`src/rtl/mod_mul_pipe.sv`:
```
// Three-stage Barrett modular multiplier: out = (in_a * in_b) mod P, one pair per cycle.
// S1 forms the full product, S2 the Barrett quotient estimate, S3 the remainder and final reduction.
`ifndef DATAWIDTH
`define DATAWIDTH 16
`endif

module mod_mul_pipe #(
    parameter int          W  = `DATAWIDTH,
    parameter int unsigned P  = 12289,
    parameter int unsigned K  = 28,
    parameter int unsigned MU = 21843
) (
    input  logic         clk,
    input  logic         rst,
    input  logic         en,
    input  logic         in_valid,
    input  logic [W-1:0] in_a,
    input  logic [W-1:0] in_b,
    output logic         out_valid,
    output logic [W-1:0] out
);

    localparam int XW = 2 * W;
    // Wide enough for x*MU with no truncation before the shift, whatever the modulus width.
    localparam int PW = XW + ((W > 16) ? W : 16);
    localparam logic [XW-1:0] P_X  = XW'(P);
    localparam logic [PW-1:0] MU_P = PW'(MU);

    logic          v1, v2;
    logic [XW-1:0] x1, x2, q2;

    logic [XW-1:0] x_next;
    logic [PW-1:0] prod, prod_shift;
    logic [XW-1:0] q_next;
    logic [XW-1:0] qp, r0, r1, r2;
    logic          unused_bits;

    always_comb begin
        x_next     = XW'(in_a) * XW'(in_b);
        prod       = MU_P * PW'(x1);
        prod_shift = prod >> K;
        q_next     = prod_shift[XW-1:0];
        qp         = q2 * P_X;
        // The Barrett estimate undershoots by at most two, so r0 lies in [0, 3P-1].
        r0         = x2 - qp;
        r1         = (r0 >= P_X) ? (r0 - P_X) : r0;
        r2         = (r1 >= P_X) ? (r1 - P_X) : r1;
    end

    assign unused_bits = ^{prod_shift[PW-1:XW], r2[XW-1:W]};

    always_ff @(posedge clk) begin
        if (rst) begin
            v1        <= 1'b0;
            v2        <= 1'b0;
            out_valid <= 1'b0;
            x1        <= '0;
            x2        <= '0;
            q2        <= '0;
            out       <= '0;
        end else if (en) begin
            v1        <= in_valid;
            x1        <= x_next;
            v2        <= v1;
            x2        <= x1;
            q2        <= q_next;
            out_valid <= v2;
            out       <= r2[W-1:0];
        end
    end

endmodule

```
`config.mk`:
```
export PLATFORM = sky130hd
export DESIGN_NAME = mod_mul_pipe
export DESIGN_NICKNAME = d
export VERILOG_FILES = /design/src/rtl/mod_mul_pipe.sv
export SDC_FILE = /design/constraint.sdc
export NUM_CORES = 2
export LEC_CHECK = 0
export BUFFER_PORTS_ARGS = -buffer_cell sky130_fd_sc_hd__buf_2
export CORE_AREA = 2 2 281 283
export DETAILED_ROUTE_END_ITERATION = 7
export DIE_AREA = 0 0 283 285
export PLACE_DENSITY = 0.5
export SLEW_MARGIN = 20
export SYNTH_ARGS = -nofsm -noshare
export SYNTH_HDL_FRONTEND = slang
export SYNTH_SLANG_ARGS = --single-unit
```
`constraint.sdc`:
```
create_clock -name clk -period 11.7 [get_ports clk]
set_input_delay 3.51 -clock clk [delete_from_list [all_inputs] [get_ports clk]]
set_output_delay 3.51 -clock clk [all_outputs]
set_load 0.1 [all_outputs]
```
==> run metrics <==
outcome=complete, no violations; IO Port Bufs=52; Netlist cell types=92; critical path's slowest cell=fa_1; die extent in x=283 µm; Slew headroom=35.1%; Vias/cell=4.73; clk_lat worst skew=~0.39 ns; Post-DP HPWL=between 50000 and 60000 µm; cell taking the most area after synthesis=fa_1; Max Root-Sink Buffers=2; GP Congestion=0.825; cell family with most CP delay=adder cells; Worst EP arrival=10.27 ns; clk_skew=0.0108 ns; Antenna diodes=0; Avg Inst Size Synth=about 9.0 µm²; worst-path cell chain=buf_2 > nand2_1 > fa_1 > inv_1 > fa_1 > inv_1 > fa_1 > inv_1 > fa_1 > inv_1 > fa_1 > inv_1 > fa_1 > ha_1 > and4_1 > a211o_1 > a311oi_1 > o41ai_1 > a31o_2 > a211oi_1 > o21bai_1 > a31oi_1 > nor4b_1 > a2111oi_0; CTS buffer count=9; DRC errors left=0; Iteration-0 DRC Markers=702; Post-Syn Area=25400 µm²; IO Count=53; layout cells sized above 1=3.95%; clk sink count=102; Die Span Y=285 µm; Final #Nets=between 3000 and 4000; slew at the pin closest to its max-slew limit=0.974 ns; initial antenna violation count=2; Post-CTS Setup Inserts=0; Syn. warnings=0; data required time of the worst path=between 10 and 15 ns; clk root buf=clkbuf_16; Hold Buf Count CTS=0; syn_nets=3724; die area=80700 µm²; Initial DRT Pass Iterations=5; Final Hold Viols=0; Setup crit end kind=register; WL/cell=15.6 µm; final worst-path cycle share=85.5%; global-route wire length before repair=a little over 100000 µm; most frequent cell on the critical path=fa_1; post-synthesis register bit count=102; fin. max-slew vios=0; number of synthesized flops with an enable pin=0; clk slew on worst S/H paths=0.08 ns; Crit Path Max Fanout=16; total track usage=15.5%; main area contributors after synthesis=fa_1 30%, ha_1 23%, inv_1 9.8%, dfxtp_1 8.0%, nand2_1 3.5%; vias in the first global route=between 15000 and 20000; Most used DFF post-synth=dfxtp_1; CTS tree=built; largest net degree at the start of global routing=75; Initial Utilization=32.6%; critical path class=input port to register; GRT Residual Overflow=0; share of the synthesized area in the top cell type=a little under a third; # fillers=approximately 8200; CP Launch Type=input port; post-cts resize count=0; CTS H-tree lvls=3; Syn Inst Count=2835; setup TNS=0 ns; async set-reset flop share out of synthesis=0%; post-synthesis sequential area ratio=around 8%; WP buf/inv=6; Rows=103; Worst path max stage delay=about 0.55 ns; RSZ-0062 raised after global routing=no; Vias=18400; # setup viols final=0; post-route ant nets=0; Max Clk Rate=0.100 GHz; Max Cap Viol=0; min cycle time layout=~10 ns; CORE AREA=78000 µm²; Area Growth Syn to Fin=6.60%; Routed Wire Length=between 60000 and 70000 µm; hold crit path type=register to register
==> flip-flops by register name (all words and copies together), names as in the netlist <==
name	count
out	16
out_valid	1
x2	32
x1	32
q2	19
v2	1
v1	1
==> worst paths after layout <==
| check | start | to | slack (ns) | cells after the start |
|---|---|---|---|---|
| worst max-delay path | in_a[12] | x1[31] | 1.70 | 24 |
| worst min-delay path | out[2] | out[2] | 0.48 | 2 |
| worst max register to register | q2[0] | out[1] | 1.84 | 27 |
| worst min register to register | out[2] | out[2] | 0.48 | 2 |
==> per-stage QoR <==
step | setup WS (ns) | hold slack, ns | cell area [µm²] | utilization [%] | std cells
finish | 1.70 | 0.477 | 27100 | 34.8 | 3884
floorplan | 1.97 | 0.460 | 25400 | - | 2835
global placement | 1.35 | 0.468 | 26800 | 34.3 | 3868
detailed placement | 1.28 | 0.467 | 26800 | 34.3 | 3868
CTS | 1.70 | 0.480 | 27100 | 34.8 | 3884
global route | 0.973 | 0.509 | 27100 | 34.8 | 3884
==> cells in the mapped netlist (29+ instances only) <==
cell      count
o21ai_0      41
xor2_1       29
dfxtp_1     102
a21o_1       40
nand3_1      38
nor3_1       38
fa_1        384
a21oi_1      74
mux2i_1      71
inv_1       662
nand2_1     235
nor2_1      141
and2_1      103
clkbuf_1     63
ha_1        469
xnor2_1      59
==> per-layer routing <==
layer	track usage, %	part of all wire (%)	up-vias
met3	1.42	2.5	45
met1	22.3	50	9090
met2	25.3	46	177
met4	3.36	1.6	2
met5	0	0.015	-
li1	-	-	9068
==> cell usage in the layout, fill, tap and decap left out, drive strengths merged, types with 29 or more instances in the layout <==
cell   Yosys  layout
dfxtp    102     102
ha       469     469
inv      662     665
mux2i     71      71
a21oi     74      74
a21o      40      40
xor2      29      29
nor2     141     141
xnor2     59      59
nand2    235     235
o21ai     43      43
fa       384     384
and2     104     104
buf       12      58
nand3     39      39
nor3      39      39
==> logic make-up after synthesis <==
| kind of cell | share of synthesized area (%) |
|---|---|
| XOR/XNOR | 3.03 |
| flip-flops | 8.03 |
| buffers and inverters | 11.0 |
| AND/OR/NAND/NOR | 12.7 |
| multiplexers | 2.88 |
| adder cells (fa/ha/maj) | 53.3 |
| AO/OA/AOI/OAI | 9.09 |
==> final cells by class <==
class | instances | area, µm² | share of cell area, %
Clock inverter | 7 | 125 | 0.461
Sequential cell | 102 | 2040 | 7.53
Clock buffer | 9 | 225 | 0.830
Inverter | 664 | 2490 | 9.19
Tap cell | 1050 | 1310 | 4.84
Timing Repair Buffer | 58 | 310 | 1.14
Multi-Input combinational cell | 1994 | 20600 | 76.0
==> worst min-delay path, stage by stage (launching register included) <==
cell	delay [ns]
dfxtp_1	0.31
nor2_1	0.08
nor4_1	0.05
Power is not shown: default switching activity piles up to over one toggle a cycle in this logic, so the estimate is an artifact.
